--- src/rtl/piano_pkg.sv ---
// Shared note/octave codes, C3 half-period table and tone FSM state encoding.
// Constants only; no latency, no backpressure.
package piano_pkg;

    localparam logic [3:0] NOTE_REST = 4'd0;
    localparam logic [3:0] NOTE_DO   = 4'd1;
    localparam logic [3:0] NOTE_RE   = 4'd2;
    localparam logic [3:0] NOTE_MI   = 4'd3;
    localparam logic [3:0] NOTE_FA   = 4'd4;
    localparam logic [3:0] NOTE_SOL  = 4'd5;
    localparam logic [3:0] NOTE_LA   = 4'd6;
    localparam logic [3:0] NOTE_SI   = 4'd7;

    localparam logic [1:0] OCT_LOW     = 2'd0;
    localparam logic [1:0] OCT_MID     = 2'd1;
    localparam logic [1:0] OCT_HIGH    = 2'd2;
    localparam logic [1:0] OCT_HIGHEST = 2'd3;

    localparam int HP_W = 19;

    // Half-periods in 100 MHz clk cycles for the C3-based octave.
    localparam logic [HP_W-1:0] HP_DO  = 19'd382233;
    localparam logic [HP_W-1:0] HP_RE  = 19'd340530;
    localparam logic [HP_W-1:0] HP_MI  = 19'd303379;
    localparam logic [HP_W-1:0] HP_FA  = 19'd286353;
    localparam logic [HP_W-1:0] HP_SOL = 19'd255102;
    localparam logic [HP_W-1:0] HP_LA  = 19'd227273;
    localparam logic [HP_W-1:0] HP_SI  = 19'd202478;

    typedef enum logic [1:0] {
        IDLE = 2'd0,
        GAP  = 2'd1,
        PLAY = 2'd2
    } state_e;

    function automatic logic [HP_W-1:0] half_period_c3(input logic [3:0] note);
        case (note)
            NOTE_DO:  return HP_DO;
            NOTE_RE:  return HP_RE;
            NOTE_MI:  return HP_MI;
            NOTE_FA:  return HP_FA;
            NOTE_SOL: return HP_SOL;
            NOTE_LA:  return HP_LA;
            NOTE_SI:  return HP_SI;
            default:  return '0;
        endcase
    endfunction

    function automatic logic note_is_tone(input logic [3:0] note);
        return (note >= NOTE_DO) && (note <= NOTE_SI);
    endfunction

endpackage

--- src/rtl/note_to_half_period.sv ---
// Maps note/octave/shift to a square-wave half-period in clk cycles, clamped to >= 2.
// Purely combinational (zero latency); no backpressure.
module note_to_half_period
    import piano_pkg::*;
(
    input  logic [3:0]      note,
    input  logic [1:0]      octave,
    input  logic [4:0]      shift,
    output logic [HP_W-1:0] hp
);

    logic [HP_W-1:0] base;
    logic [HP_W-1:0] shifted;
    logic [5:0]      shamt;

    always_comb begin
        base    = half_period_c3(note);
        shamt   = {1'b0, shift} + {4'b0000, octave};
        shifted = base >> shamt;
        // A half-period below 2 would make the reload counter degenerate.
        hp      = (shifted < 19'd2) ? 19'd2 : shifted;
    end

endmodule

--- src/rtl/tone_generator.sv ---
// Square-wave buzzer driver with a silent articulation gap on every note change.
// First rising edge GAP_CYCLES after the change edge; no backpressure (free-running output).
module tone_generator
    import piano_pkg::*;
#(
    parameter int GAP_CYCLES = 5_000_000,
    parameter int HP_SHIFT   = 0
) (
    input  logic       clk,
    input  logic       reset,
    input  logic       enable,
    input  logic [3:0] note,
    input  logic [1:0] octave,
    output logic       speaker,
    output logic       playing
);

    localparam int GW = (GAP_CYCLES > 1) ? $clog2(GAP_CYCLES) : 1;
    localparam logic [GW-1:0] GAP_LOAD = GW'(GAP_CYCLES - 1);

    state_e          state_q, state_d;
    logic [GW-1:0]   gap_cnt_q, gap_cnt_d;
    logic [HP_W-1:0] hp_cnt_q, hp_cnt_d;
    logic [3:0]      note_q, note_d;
    logic [1:0]      oct_q, oct_d;
    logic            valid_q, valid_d;
    logic            speaker_q, speaker_d;
    logic            playing_q, playing_d;

    logic            valid;
    logic            change;
    logic [HP_W-1:0] hp;

    note_to_half_period u_hp (
        .note   (note_q),
        .octave (oct_q),
        .shift  (5'(HP_SHIFT)),
        .hp     (hp)
    );

    assign valid  = enable && note_is_tone(note);
    // A rest-to-note transition retriggers even when the note matches the latched one.
    assign change = valid && (!valid_q || (note != note_q) || (octave != oct_q));

    always_comb begin
        state_d   = state_q;
        gap_cnt_d = gap_cnt_q;
        hp_cnt_d  = hp_cnt_q;
        note_d    = note_q;
        oct_d     = oct_q;
        speaker_d = speaker_q;
        valid_d   = valid;

        if (!valid) begin
            state_d   = IDLE;
            speaker_d = 1'b0;
            gap_cnt_d = '0;
            hp_cnt_d  = '0;
        end else if (change) begin
            state_d   = GAP;
            speaker_d = 1'b0;
            gap_cnt_d = GAP_LOAD;
            note_d    = note;
            oct_d     = octave;
        end else begin
            case (state_q)
                GAP: begin
                    if (gap_cnt_q == '0) begin
                        state_d   = PLAY;
                        speaker_d = 1'b1;
                        hp_cnt_d  = hp - 19'd1;
                    end else begin
                        gap_cnt_d = gap_cnt_q - 1'b1;
                    end
                end
                PLAY: begin
                    if (hp_cnt_q == '0) begin
                        speaker_d = ~speaker_q;
                        hp_cnt_d  = hp - 19'd1;
                    end else begin
                        hp_cnt_d  = hp_cnt_q - 19'd1;
                    end
                end
                default: ;
            endcase
        end

        playing_d = (state_d == PLAY);
    end

    always_ff @(posedge clk or negedge reset) begin
        if (!reset) begin
            state_q   <= IDLE;
            gap_cnt_q <= '0;
            hp_cnt_q  <= '0;
            note_q    <= NOTE_REST;
            oct_q     <= OCT_LOW;
            valid_q   <= 1'b0;
            speaker_q <= 1'b0;
            playing_q <= 1'b0;
        end else begin
            state_q   <= state_d;
            gap_cnt_q <= gap_cnt_d;
            hp_cnt_q  <= hp_cnt_d;
            note_q    <= note_d;
            oct_q     <= oct_d;
            valid_q   <= valid_d;
            speaker_q <= speaker_d;
            playing_q <= playing_d;
        end
    end

    assign speaker = speaker_q;
    assign playing = playing_q;

endmodule

--- config.mk ---
export PLATFORM = sky130hd
export DESIGN_NAME = tone_generator
export DESIGN_NICKNAME = d
export VERILOG_FILES = /design/src/rtl/piano_pkg.sv /design/src/rtl/note_to_half_period.sv /design/src/rtl/tone_generator.sv
export SDC_FILE = /design/constraint.sdc
export NUM_CORES = 1
export LEC_CHECK = 0
export BUFFER_PORTS_ARGS = -buffer_cell sky130_fd_sc_hd__buf_4
export CAP_MARGIN = 15
export CORE_MARGIN = 5
export CORE_UTILIZATION = 35
export DETAILED_ROUTE_END_ITERATION = 10
export GPL_ROUTABILITY_DRIVEN = 0
export PLACE_DENSITY = 0.56
export SLEW_MARGIN = 5
export SYNTH_ARGS = -nofsm -noshare
export SYNTH_HDL_FRONTEND = slang
export SYNTH_SLANG_ARGS = --single-unit
--- constraint.sdc ---
create_clock -name clk -period 3.45 [get_ports clk]
set_input_delay 0.345 -clock clk [delete_from_list [all_inputs] [get_ports clk]]
set_output_delay 0.345 -clock clk [all_outputs]
set_load 0.03 [all_outputs]
; Yosys cells after proc, flatten, opt, wreduce, memory -nomap -nowiden
; Index checks and enable logic that the tools add are counted.
[op_classes]
n_addsub = 3
order_cmp = 3
eq_ne = 20
shift = 1
mux = 20
bitwise = 1
n_reduce_logical = 12
[ops]
columns = operator, n
row1 = 19-bit case mux with 7 select lines, 1
row2 = 19-bit two-way mux, 5
row3 = 23-bit two-way mux, 4
row4 = 19-bit case mux with 2 select lines, 1
row5 = 19-bit by 1-bit subtractor with 19-bit output (second input constant), 2
row6 = 23-bit zero test, 1
row7 = 23-bit by 1-bit subtractor with 23-bit output (second input constant), 1
row8 = 19-bit zero test, 1
row9 = 19-bit by 2-bit less-than comparator with 1-bit output (second input constant), 1
row10 = 19-bit by 2-bit >> shifter with 19-bit output, 1
row11 = 4-bit by 3-bit equality test with 1-bit output (second input constant), 4
row12 = 4-bit by 2-bit equality test with 1-bit output (second input constant), 2
row13 = 2-bit two-way mux, 4
row14 = 4-bit inequality test (second input constant), 2
row15 = 3-bit by 1-bit inequality test with 1-bit output (second input constant), 2
row16 = 3-bit inequality test (second input constant), 2
row17 = 3-bit AND reduction, 2
row18 = 2-bit equality test (second input constant), 2
row19 = 4-bit by 1-bit equality test with 1-bit output (second input constant), 1
row20 = 4-bit by 1-bit greater-or-equal comparator with 1-bit output (second input constant), 1
row21 = 4-bit by 3-bit <= comparator with 1-bit output (second input constant), 1
row22 = 1-bit two-way mux, 4
row23 = 4-bit by 1-bit inequality test with 1-bit output (second input constant), 1
row24 = 4-bit inequality test, 1
row25 = 9 further kinds, 13
[totals]
register_bits = 53
in_bits = 9
out_inout_bits = 2
elab_cells = 68

; Longest topological paths before layout
; Gate-level depths: netlist of the first run.
[logic_depth]
ltp_word = 10
ltp_mapped = 13
ltp_nobuf = 9

; By module
; A second synthesis of the first run with hierarchy kept.
[unflattened]
hier_cells = 676
hier_area_um2 = 5307.6
[by_module_without_submodules]
columns = module, instances, cells_per_inst, area_each_um2, seq_area_each_um2
row1 = tone_generator, 1, 376, 3357.0, 1326.3
row2 = note_to_half_period, 1, 300, 1950.6, 0.0

; Worst setup path after synthesis of the first run
; OpenSTA, ideal clock, no wires.
[synth_timing]
path_kind = reg-to-reg
start = register note_q[0]
end = register hp_cnt_q[10]
setup_ps = 122
arrival_time_ps = 2414
required_time_ps = 3328
setup_slack_ps = 915
path_stages_with_launch = 13
path_buffers = 4
period_less_slack_ps = 2535
path_cell_list = dfrtp_1 buf_2 clkbuf_1 clkbuf_1 clkbuf_1 nor2_1 a32oi_1 a21oi_1 ha_1 o21ai_0 nand2_2 o21bai_1 a32o_1
[synth_via]
elab_chain_len = 10
word_cells_on_any_way = 23
cone_classes = 1 x add/sub / 1 x order compare / 9 x eq/ne / 1 x shift / 7 x mux / 4 x reduce/logical
[synth_rtl]
columns = element, line_no
row1 = start: declaration, tone_generator.sv:24  ; logic [3:0] note_q, note_d;
row2 = start signal: assignment, tone_generator.sv:105  ; note_q <= note_d;
row3 = 4-bit by 3-bit equality test with 1-bit output (tied with other cells), piano_pkg.sv:37  ; case (note)
row4 = 19-bit case mux with 7 select lines, piano_pkg.sv:37
row5 = 19-bit by 2-bit >> shifter with 19-bit output, note_to_half_period.sv:19  ; shifted = base >> shamt;
row6 = 19-bit by 2-bit less-than comparator with 1-bit output, note_to_half_period.sv:21  ; hp = (shifted < 19'd2) ? 19'd2 : shifted;
row7 = 19-bit two-way mux, note_to_half_period.sv:21
row8 = 19-bit by 1-bit subtractor with 19-bit output, "tone_generator.sv:71, tone_generator.sv:79"
row9 = 19-bit two-way mux (on tied branches), "tone_generator.sv:77, tone_generator.sv:68"
row10 = 19-bit case mux with 2 select lines, tone_generator.sv:66  ; case (state_q)
row11 = 19-bit two-way mux, tone_generator.sv:59  ; end else if (change) begin
row12 = 19-bit two-way mux, tone_generator.sv:54  ; if (!valid) begin
row13 = end signal: assignment, tone_generator.sv:104  ; hp_cnt_q <= hp_cnt_d;
row14 = end: declaration, tone_generator.sv:23  ; logic [HP_W-1:0] hp_cnt_q, hp_cnt_d;
; Several ways; a longest one is shown, not always the timed one. The select of a mux whose other input is x is not followed.
; A chain may end at the register's enable or synchronous reset.

; Worst setup path after layout of the first run
[layout_timing]
start = register oct_q[0]
end = register hp_cnt_q[15]
[layout_via]
elab_chain_len = 8
word_cells_on_any_way = 14
cone_classes = 1 x add/sub / 1 x order compare / 2 x eq/ne / 1 x shift / 6 x mux / 3 x reduce/logical
[layout_rtl]
columns = element, line_no
row1 = start: declaration, tone_generator.sv:25  ; logic [1:0] oct_q, oct_d;
row2 = start signal: assignment, tone_generator.sv:106  ; oct_q <= oct_d;
row3 = 19-bit by 2-bit >> shifter with 19-bit output, note_to_half_period.sv:19
row4 = 19-bit by 2-bit less-than comparator with 1-bit output, note_to_half_period.sv:21
row5 = 19-bit two-way mux, note_to_half_period.sv:21
row6 = 19-bit by 1-bit subtractor with 19-bit output, "tone_generator.sv:71, tone_generator.sv:79"
row7 = 19-bit two-way mux (on tied branches), "tone_generator.sv:77, tone_generator.sv:68"
row8 = 19-bit case mux with 2 select lines, tone_generator.sv:66
row9 = 19-bit two-way mux, tone_generator.sv:59
row10 = 19-bit two-way mux, tone_generator.sv:54
; Several ways; a longest one is shown, not always the timed one. The select of a mux whose other input is x is not followed.

==> metrics list, run 1 <==
- PnR worst setup slack: 702.6 ps
- Measured along the y axis, the die boundary spans 117.0 um.
- The die covers 0.01368 mm2.
- Post-CTS timing repair inserted 0 buffers for setup.
* Post-cts resize count: 0
- Post-detailed-routing wire length: 10.98 mm
- Critical path startpoint category: register
- In this run the core area contains 39 standard-cell rows.
- STA classifies the critical path endpoint as a register.
* Cts bufs inserted: 5
- Post-Layout Cell Count: 634
- Clk sinks: 53
- Counting every instance in the synthesized netlist gives 492.
* Combinational fraction of design power: 30.7%
- Detailed routing inserted a total of 3738 vias.
- For this run, the post-layout net count is 505.
* Fraction of layout cells with a size suffix above 1: 10.39%
- The largest total area in the synthesized netlist belongs to dfrtp_1.
- The count of final hold-check violations was 0.
* Final setup violation count: 0
- Worst rel slew slack: 48.56%
* Antenna violations before repair: 0
- Top-Level Pins: 11
- Entering global routing, the biggest net connects 54 pins.
- Detailed placement ended at an HPWL of 7.629 mm.
- Post-route setup TNS: 0 ps
* Placed insts: 626
- The clock tree synthesis step divided the H-tree into 2 levels.
- The routed design could run at a clock period as short as 2747 ps.
* Switch Pwr: 0.0006356 W
* CTS Root Cell: clkbuf_16
- Placeable Area: 0.01132 mm2
- Fill cells in the final layout number 1184.
- Before CTS, the worst setup slack after placement is 839.6 ps.
- Worst IR drop on VDD: 0.0001872 V
- All-Layer GR Usage: 16.57%
- At the later pin of the worst-skew pair, clock insertion delay measures 290 ps.
- Final ANT Viol Nets: 0
- Once the floorplan was initialized, standard cells occupied 35.38% of the core.
- At the pin with the least slew margin, the transition time is 771.6 ps.
- The most critical setup path has its startpoint at oct_q[0].
- Max-capacitance violation count: 0
- The worst hold path belongs to the class primary input to async pin.
- The most used flip-flop cell after synthesis is dfrtp_1.
* Yosys synthesis warning count: 0
* TritonCTS clock tree: yes
- The synthesized design devotes to its leading area cell type 33.11% of total area.
- Sequential Power Share: 37.9%
- Summing every instance area after synthesis gives 0.004005 mm2.
- The longest clock path from root to sink contains 2 buffers.
- The number of global-route vias before repair was 3542.
- Run status: complete, no violations
- Highest net fanout along the worst path: 22
- Of the total power, the share spent switching nets is 34.33%.
- Post-Synthesis Net Count: 507
- At the worst endpoint, the arrival time is 2970 ps.
- After detailed routing, the number of remaining DRC violations is 0.
- Post-layout utilization of the core: 38.79%
* Leakage: 1.721 nW
- Timing would allow up to 364.0 MHz.
- Worst-case clock skew: 5.202 ps
- Hold repair after CTS inserted 0 buffers.
- Synthesis inferred 53 register bits.
- Setup repair after global routing left no endpoint under its margin.
* Async set or reset register ratio after synthesis: 100.0%
* DRT Pass-1 Iters: 7
* Class of the most critical setup path: register to register
* Register area share after synthesis: 33.11%
- Number of antenna diodes: 0
- After the first detailed-routing iteration, the DRC count stood at 405.
- Required time worst endpoint: 3680 ps
- After detailed routing, the average wire length per cell comes to 17.32 um.
- Fraction of the cycle the final worst path needs: 79.64%
- In the routed layout, each cell is associated on average with a via count of 5.896.
- Areal power density over the cells: 421.5 mW/mm2
* Count of cell types in the netlist: 77
- Most common cell in the synthesized netlist: nor2_1
* Part of the total power dissipated in the clock network: 31.4%
- Hold is met by 95.06 ps.
- IO Port Bufs: 10
* Top post-synthesis cells by count: nor2_1, dfrtp_1, a21oi_1
* Area delta synth->final: 9.653%
* Average cell area after synthesis: 8.140 um2
- In this run the horizontal extent of the chip is 117.0 um.
- Pint: 0.001216 W
- Clock-pin slew was measured on the worst setup and hold paths at 70 ps.
- Wire length of the first global-routing pass: 18.21 mm
- GRT overflow: 0
* Number of slew-limit violations in the final report: 0
- Sorting the synthesized cells by area gives the leading types as dfrtp_1, a21oi_1, nor2_1.
- The startpoint identified for the worst register-to-register timing path is oct_q[0].
* Number of flops mapped to enable cells by yosys: 0
per-layer routing:
layer	global-route usage (%)	wire length, um
met1	24.43	5304
met2	25.67	5020
met3	1.851	502
met4	4.740	153
met5	0	0
cells in the final DEF (no fill, tap or decap), drive strengths merged, types with 6 or more instances in the layout:
master,netlist,final
buf,16,23
o21ai,36,36
inv,15,15
nand3,7,7
a211oi,6,6
xnor2,24,24
ha,6,6
nor2,57,57
nor3,21,21
nor2b,10,10
a22o,7,7
o22ai,9,9
nand2b,6,6
nand2,47,47
xor2,14,14
a21oi,50,50
dfrtp,53,53
clkbuf,16,6
nor4,8,8
registers in the layout, summed over array words and instances (netlist names):
signal and count:
hp_cnt_q 19, note_q 4, gap_cnt_q 23, oct_q 2, playing 1, valid_q 1, state_q 2, speaker 1
final timing paths:
kind                                 endpoint  slack, ps  cells past startpoint
min in group clk                     oct_q[1]        270                      3
worst max-delay path             hp_cnt_q[15]        700                      7
max in group asynchronous       gap_cnt_q[16]       2880                      1
worst max register to register   hp_cnt_q[15]        700                      7
worst min-delay path                note_q[2]        100                      1
worst min register to register    hp_cnt_q[5]        530                      1
critical path, stage by stage, from the launching register on:
cell       delay (ps)
dfrtp_1           840
buf_4             290
nand2b_1          350
o221ai_1          160
a2111oi_0         590
buf_4             220
o21ai_0            70
a21oi_1           150
cell type report:
class / count / area (um2) / area share [%]
clock buffer: 6 / 128.9 / 2.934
clock inverter: 2 / 38.79 / 0.8832
inverter: 16 / 60.06 / 1.368
multi-input combinational: 391 / 2486 / 56.61
sequential: 53 / 1326 / 30.20
tap: 143 / 178.9 / 4.074
timing repair buffer: 23 / 172.7 / 3.932
stage by stage:
| step | cell area, um2 | power, W |
|---|---|---|
| 2_1_floorplan | 4005 | 0.001119 |
| 6_report | 4392 | 0.001851 |
| 3_5_place_dp | 4224 | 0.001272 |
| 5_1_grt | 4392 | 0.001950 |
| 4_1_cts | 4392 | 0.001855 |
| 3_3_place_gp | 4224 | 0.001275 |
logic make-up (layout without fill, tap and decap cells):
kind of cell    after synthesis  count (layout)  share of synthesized area, %
compound gates              154             154                         25.49
xor+xnor                     38              38                         8.310
fa+ha+maj                     6               6                         1.874
buf+inv                      48              47                         5.061
flops                        53              53                         33.11
mux                           3               3                        0.8434
simple gates                190             190                         25.31
power by group through the flow:
stage | sequential, W | clock (W) | combinational [W]
after CTS | 0.000700 | 0.000593 | 0.000563
after global placement | 0.000712 | 0 | 0.000563
after detailed placement | 0.000712 | 0 | 0.000560
after floorplan | 0.000666 | 0 | 0.000453
final | 0.000701 | 0.000582 | 0.000569
after global routing | 0.000708 | 0.000617 | 0.000626
Power figures use the tool's default switching activity.
==> inputs of run 2 (changes only) <==
--- a/config.mk
+++ b/config.mk
@@ -5,6 +5,7 @@
 export SDC_FILE = /design/constraint.sdc
 export NUM_CORES = 1
 export LEC_CHECK = 0
+export ABC_AREA = 1
 export BUFFER_PORTS_ARGS = -buffer_cell sky130_fd_sc_hd__buf_4
 export CAP_MARGIN = 15
 export CORE_MARGIN = 5
==> constraint.sdc (replaced) <==
create_clock -name clk -period 2.8 [get_ports clk]
set_input_delay 0.28 -clock clk [delete_from_list [all_inputs] [get_ports clk]]
set_output_delay 0.28 -clock clk [all_outputs]
set_load 0.03 [all_outputs]
==> run 2 against run 1 <==
  * Hold slack got worse by 80 ps
  * First-iteration DRC count decreased by 59%
  * Sequential cell count unchanged
  * Routed wire length decreased by 7.0%
  * Sequential share of layout area increased by 0.32 points
  * Synthesized cell count increased by 29%
  * Cell count increased by 24%
  * Critical path type unchanged
  * Highest routed layer unchanged
==> metrics list, run 2 <==
- The startpoint identified for the worst register-to-register timing path is note_q[2].
- Placeable Area: 0.01098 mm2 (-3.0%)
- STA classifies the critical path startpoint as a register.
- The number of rows in the core area is 38 (-2.6%).
- The library cell used most frequently in the layout, excluding fill and tap cells, is nand2_1.
- Routed vias: 3923 (+4.9%)
- Area delta synth->final: 9.455%
- The combined global-route utilization of all metal layers is 16.09% (-0.48 points).
- The post-synthesis cell type count is 35 (-55%).
* Met1 Usage GRT: 21.51% (-2.9 points)
* Overall die width: 116.5 um (-0.40%)
* Worst-case reg-to-reg path depth: 12 (+5)
* Post-route setup TNS: 0 ps (unchanged)
* Kind of path behind the tightest hold check: primary input to async pin
* Setup repair after global routing missed its margin: no
* Antenna violations before repair: 0 (unchanged)
* Met3 usage: 2.383% (+0.53 points)
* Total die area: 0.01357 mm2 (-0.79%)
- The worst setup path is of the register to register kind.
- The area share of the largest cell type after synthesis came to 33.41% (+0.29 points).
- The highest fanout seen on the critical path is 7 (-68%).
- Areal power density over the cells: 591.4 mW/mm2 (+40%)
- The critical path starts at note_q[2].
- Worst slew pin tran: 707.1 ps (-64.52 ps)
* Most common cell in the synthesized netlist: nand2_1
- Post-cts resize count: 0 (unchanged)
- Run status: complete, no violations
* Post-detailed-route via-to-cell ratio: 4.997 (-15%)
- The worst setup path is captured at a register.
- Worst-case clock skew: 7.544 ps (+2.343 ps)
* Fraction of the cycle the final worst path needs: 85.13% (+5.5 points)
* Critical Path Stages: 12 (+5)
- Final ANT Viol Nets: 0 (unchanged)
- Number of antenna diodes: 0 (unchanged)
- Cell at the slowest stage of the critical path: dfrtp_1
* Clk sinks: 53 (unchanged)
- Counting stages on the worst path, the most repeated cell is nand3_1.
- The total clock buffers created by CTS was 5 (unchanged).
- Largest area contributor in the synthesized netlist: dfrtp_1
* Worst IR drop on VDD: 0.0002919 V (+56%)
* Cell area after placement: 0.004192 mm2 (-0.77%)
- The setup slack of the most critical reg-to-reg path came to 420 ps (-290 ps).
- Number of slew-limit violations in the final report: 0 (unchanged)
- The post-synthesis average cell area was 6.242 um2 (-23%).
- The first-pass GRT wire length came to 17.68 mm (-2.9%).
- Number of buffers on the longest clock path: 2 (unchanged)
* CP cell instances: nor2_1, nand2_1, nand3_1, nand3_1, and2_1, ha_1, inv_1, nor2_1, inv_1, nand4_1, nand3_1, nand2_1
* Dominant register cell in the synthesized netlist: dfrtp_1
* Number of design rule violations left after detail routing: 0 (unchanged)
- Max frequency: 419.5 MHz (+15%)
- CTS H-Tree Depth: 2 (unchanged)
- Critical Path End: hp_cnt_q[12]
* Count of endpoints failing hold in the final timing report: 0 (unchanged)
- Total half-perimeter wirelength after legalization and detailed placement: 7.721 mm (+1.2%)
* IO Port Bufs: 10 (unchanged)
* Worst reg2reg path endpoint: hp_cnt_q[12]
* Top post-synthesis cells by count: nand2_1, nor2_1, nand3_1
- Peak per-stage delay on the critical path: 450 ps (-390 ps)
- The number of warnings reported in the yosys synthesis log is 0 (unchanged).
- In the layout the commonest cells are nand2_1, nor2_1, nand3_1, inv_1, dfrtp_1.
- Async set or reset register ratio after synthesis: 100.0% (unchanged)
- WL/cell: 13.01 um (-25%)
- Top-Level Pins: 11 (unchanged)
* Die Span Y: 116.5 um (-0.40%)
- The required time at the endpoint of the critical path is 2990 ps (-690 ps).
- Fraction of layout cells with a size suffix above 1: 7.597% (-2.8 points)
* Leakage: 2.262 nW (+31%)
* Cells taking the most area after synthesis: dfrtp_1, nand2_1, nor2_1
* Largest register by flop count: gap_cnt_q
* CTS Root Cell: clkbuf_16
* Starting utilization of the core area: 36.15% (+0.77 points)
- The net count of the mapped netlist is 651 (+28%).
* Number of nets in the layout: 659 (+30%)
- The utilization of the core after routing is 39.56% (+0.77 points).
- Worst rel slew slack: 52.86% (+4.3 points)
- Most congested layer reported by global routing: met2
- The maximum number of pins on one net before global-route repair is 54 (unchanged).
* Post-CTS setup buffers: 0 (unchanged)
- The data arrival time of the worst path came to 2580 ps (-390 ps).
- Placed insts: 777 (+24%)
* Latest clock arrival within the worst-skew pair: 300 ps (about the same)
* Met2 track demand over resource in global routing: 27.88% (+2.2 points)
* Final setup violation count: 0 (unchanged)
* Overall power after layout: 0.002570 W (+39%)
- The number of detailed-route iterations in the first pass came to 4 (-3).
- The final critical path time including I/O delays and setup is 2384 ps (-363.9 ps).
- Largest register FFs: 23 (unchanged)
- The total of max-cap violations was 0 (unchanged).
- The number of buffer and inverter instances along the worst setup path is 2 (unchanged).
- The cell count after synthesis was 636 (+29%).
- Number of flops mapped to enable cells by yosys: 0 (unchanged)
- FF+latch count, synth: 53 (unchanged)
* Register area share after synthesis: 33.41% (+0.29 points)
* Post-detailed-routing wire length: 10.21 mm (-7.0%)
- TritonCTS built the clock tree.
- Post-Layout Cell Count: 785 (+24%)
* CTS hold repair buffers: 0 (unchanged)
- The summed instance area of the synthesized netlist was 0.003970 mm2 (-0.87%).
* GRT overflow: 0 (unchanged)
- Vias in the first global route: 3792 (+7.1%)
- The DRC violation total after the first TritonRoute iteration came to 168 (-59%).
- The clock transition time at the flip-flop clock pins of the worst setup and hold paths came to 80 ps (about the same).
* Final design instance area without fill: 0.004345 mm2 (-1.1%)
- Registers with the most flip-flops: gap_cnt_q (23), hp_cnt_q (19), note_q (4)
- The kind of cell with the highest combined delay along the critical path is simple AND/OR/NAND/NOR gates.
[run 2: cell types whose count changed after synthesis, sizes merged, moves of 22 or more]
cell / change
a21oi: -36
inv: +54
nand2: +158
nand3: +65
nor2: +40
xnor2: -22
[run 2: logic make-up (layout without fill, tap and decap cells)]
kind of cell | after synthesis | count (layout) | synth area share, %
XOR/XNOR | 8 | 8 | 1.765
AND/OR/NAND/NOR | 412 | 412 | 44.82
AO/OA/AOI/OAI | 72 | 72 | 9.644
adder cells (fa/ha/maj) | 6 | 6 | 1.891
flip-flops | 53 | 53 | 33.41
buffers and inverters | 85 | 94 | 8.478
[run 2: final cells by class]
class	instances	area (um2)
clock buffers	5	125.1
clock inverters	3	28.78
fillers	1163	6638
inverters	70	262.8
multi-input cells	498	2307
flip-flops and latches	53	1326
well taps	140	175.2
repair buffers	16	120.1
[run 2: power breakdown]
group | internal (W) | total, W | leakage, nW | switching [W]
Sequential | 0.000822 | 0.000892 | 0.717 | 0.0000699
Combinational | 0.000334 | 0.00101 | 1.47 | 0.000671
Clock | 0.000344 | 0.000672 | 0.0763 | 0.000328
Total | 0.00150 | 0.00257 | 2.26 | 0.00107
[run 2: worst min-delay path by stage]
stage | slack, ps | end | cells past startpoint | startpoint
global route | 90 | hp_cnt_q[15] | 1 | reset
global placement | 380 | hp_cnt_q[13] | 1 | reset
floorplan | -20 | gap_cnt_q[0] | 0 | reset
finish | 20 | hp_cnt_q[15] | 1 | reset
CTS | 50 | hp_cnt_q[15] | 1 | reset
detailed placement | 380 | hp_cnt_q[13] | 1 | reset
[run 2: metrics by stage]
step | hold WS (ps) | worst slack (ps)
after floorplan | -15.59 | 816.9
after global placement | 378.2 | 472.8
after detailed placement | 378.5 | 428.5
after CTS | 53.62 | 408.3
after global routing | 93.72 | 133.5
final | 15.22 | 416.5
[run 2: metal layers]
layer  part of all wire, %  wire, um
met1                    49      4989
met2                    47      4810
met3                   3.2       324
met4                  0.87        89
met5                     0         0
==> inputs of run 3 (changes only) <==
--- a/config.mk
+++ b/config.mk
@@ -5,7 +5,6 @@
 export SDC_FILE = /design/constraint.sdc
 export NUM_CORES = 1
 export LEC_CHECK = 0
-export ABC_AREA = 1
 export BUFFER_PORTS_ARGS = -buffer_cell sky130_fd_sc_hd__buf_4
 export CAP_MARGIN = 15
 export CORE_MARGIN = 5
==> run 3 against run 2 <==
  * Setup slack worse by 110 ps
  * Count of clock-buffer cells in the layout up 1
  * Die area up 0.80%
  * Maximum frequency down 4.3%
  * Global-route usage up 0.35 points
  * Hold slack better by 1.3 ps
  * Total power down 13%
  * Critical endpoint is now hp_cnt_q[15]
  * Highest routed layer unchanged
==> metrics list, run 3 (same netlist as run 1, synthesis figures left out) <==
- The worst setup path is launched from a register.
- The clock transition time at the flip-flop clock pins of the worst setup and hold paths was 80 ps (about the same).
* Post-route setup TNS: 0 ps (unchanged)
- CTS H-Tree Depth: 2 (unchanged)
- Min Tclk post-route: 2492 ps (+108.2 ps)
- Pin count of the biggest net entering global routing: 54 (unchanged)
- The required time at the endpoint of the critical path came to 3010 ps (+20 ps).
* Overall die width: 117.0 um (+0.40%)
* Clk sinks: 53 (unchanged)
- The combined global-route utilization of all metal layers is 16.45% (+0.35 points).
* Number of nets in the layout: 510 (-23%)
- More flip-flops sit in one register than any other, and that register is gap_cnt_q.
- Registers with the most flip-flops: gap_cnt_q (23), hp_cnt_q (19), note_q (4)
- DRC violation total after the first TritonRoute iteration: 302 (+80%)
* Filler cells: 1186 (+2.0%)
- Place WS: 246.3 ps (-182.2 ps)
* Placeable Area: 0.01132 mm2 (+3.1%)
- The initial core utilization came to 35.38% (-0.77 points).
- Number of design rule violations left after detail routing: 0 (unchanged)
- The top-level port count was 11 (unchanged).
* Die Span Y: 117.0 um (+0.40%)
- Total die area: 0.01368 mm2 (+0.80%)
- The max-slew violation total from the final report came to 0 (unchanged).
- Worst rel slew slack: 53.24% (+0.38 points)
- The initial antenna violation count is 0 (unchanged).
- Leaving out fill and tap cells, the most frequent cell in the layout is nor2_1.
- Worst-case reg-to-reg path depth: 6 (-6)
* Post-CTS setup buffers: 0 (unchanged)
- The remaining antenna violation count after routing came to 0 (unchanged).
- CTS Root Cell: clkbuf_16
- WL/cell: 16.65 um (+28%)
* Leakage: 1.736 nW (-23%)
- The total of max-cap violations came to 0 (unchanged).
* Floorplan row count: 39 (+2.6%)
* Fraction of the cycle the final worst path needs: 88.99% (+3.9 points)
- DRT Pass-1 Iters: 5 (+1)
- Vias in the first global route: 3471 (-8.5%)
- TritonCTS clock tree: yes
- Count of endpoints failing hold in the final timing report: 0 (unchanged)
* Commonest cells after routing, fill and taps aside: nor2_1, dfrtp_1, a21oi_1, nand2_1, o21ai_0
- Cts bufs inserted: 5 (unchanged)
- Post-Route Hold Slack: 16.57 ps (+1.350 ps)
- Element type at the critical path end: register
* Worst-case clock skew: 10.75 ps (+3.209 ps)
- The overall overflow remaining after global route is 0 (unchanged).
- Fraction of layout cells with a size suffix above 1: 11.69% (+4.1 points)
- Final setup violation count: 0 (unchanged)
* Worst slew pin tran: 701.4 ps (-5.737 ps)
- The most critical setup path has its startpoint at hp_cnt_q[10].
* IO Port Bufs: 10 (unchanged)
- Area delta synth->final: 10.31%
- Wire length of the first global-routing pass: 18.11 mm (+2.5%)
* Total half-perimeter wirelength after legalization and detailed placement: 7.692 mm (-0.37%)
* Post-layout utilization of the core: 39.03% (-0.54 points)
* PnR worst setup slack: 308.3 ps (-108.2 ps)
- Number of buffers on the longest clock path: 2 (unchanged)
* Class of the most critical setup path: register to register
* Kind of path behind the tightest hold check: primary input to async pin
* Latest clock arrival within the worst-skew pair: 290 ps (about the same)
* Post-detailed-routing wire length: 10.64 mm (+4.2%)
- Post-detailed-route via-to-cell ratio: 5.809 (+16%)
- Worst IR drop on VDD: 0.0003348 V (+15%)
* Largest register FFs: 23 (unchanged)
* Worst flop-to-flop path startpoint: hp_cnt_q[10]
- The highest clock rate came to 401.3 MHz (-4.3%).
- The flow ran to the end, and the final reports show no timing, DRC or antenna violations.
- Setup repair after global routing left no endpoint under its margin.
* Routed vias: 3712 (-5.4%)
* CP Data Arrival Time: 2700 ps (+120 ps)
* Number of antenna diodes: 0 (unchanged)
* Highest net fanout along the worst path: 13 (+6)
- Areal power density over the cells: 503.5 mW/mm2 (-15%)
==> run 3: cell types whose count changed in the layout (fill, tap and decap cells not counted), sizes merged, moves of 9 or more <==
cell,delta
a21oi,+36
nor2,-40
nor2b,+10
buf,+12
inv,-55
o22ai,+9
nand3,-65
nand2,-158
xnor2,+22
o21ai,-14
==> run 3: layout make-up <==
type | count | area (um2) | area share, %
clock buffers | 6 | 138.9 | 3.144
clock inverters | 2 | 16.27 | 0.3682
inverters | 16 | 60.06 | 1.359
multi-input cells | 391 | 2486 | 56.27
flip-flops and latches | 53 | 1328 | 30.05
well taps | 143 | 178.9 | 4.050
repair buffers | 28 | 210.2 | 4.758
==> run 3: final timing paths <==
check	to	slack [ps]
min in group clk	oct_q[1]	190
max reg2reg	hp_cnt_q[15]	310
max	hp_cnt_q[15]	310
min reg2reg	hp_cnt_q[5]	520
min	note_q[2]	20
max in group asynchronous	oct_q[0]	2280
==> run 3: repair_timing <==
action,4_1_cts,5_1_grt
endpoints found under the hold margin,0,0
resized for setup,0,1
hold buffers,0,0
endpoints found under the setup margin,0,1
==> run 3: stage by stage <==
step	power (W)	cell area (um2)	instances
5_1_grt	0.002362	4418	639
3_5_place_dp	0.001577	4262	631
3_3_place_gp	0.001572	4262	631
4_1_cts	0.002231	4417	639
6_report	0.002225	4418	639
2_1_floorplan	0.001378	4005	492
==> run 3: layer usage <==
metal	routed length [um]	global-route usage, %	up-vias
met5	0	0	-
met1	5220	24.59	1794
met3	494	2.365	12
li1	-	-	1804
met2	4747	24.99	102
met4	176	4.052	0
==> run 3: power by group <==
part	switching [W]	total [W]	internal, W
Combinational	0.000447	0.000732	0.000285
Clock	0.000294	0.000654	0.000360
Sequential	0.0000505	0.000839	0.000788
Total	0.000791	0.00222	0.00143
==> run 3: critical path, cell delays in order (launching register included) <==
cell,delay [ps]
dfrtp_1,450
or4_4,570
nand4b_4,240
o21a_4,310
a2111oi_0,480
o21ai_0,170
a21oi_1,180
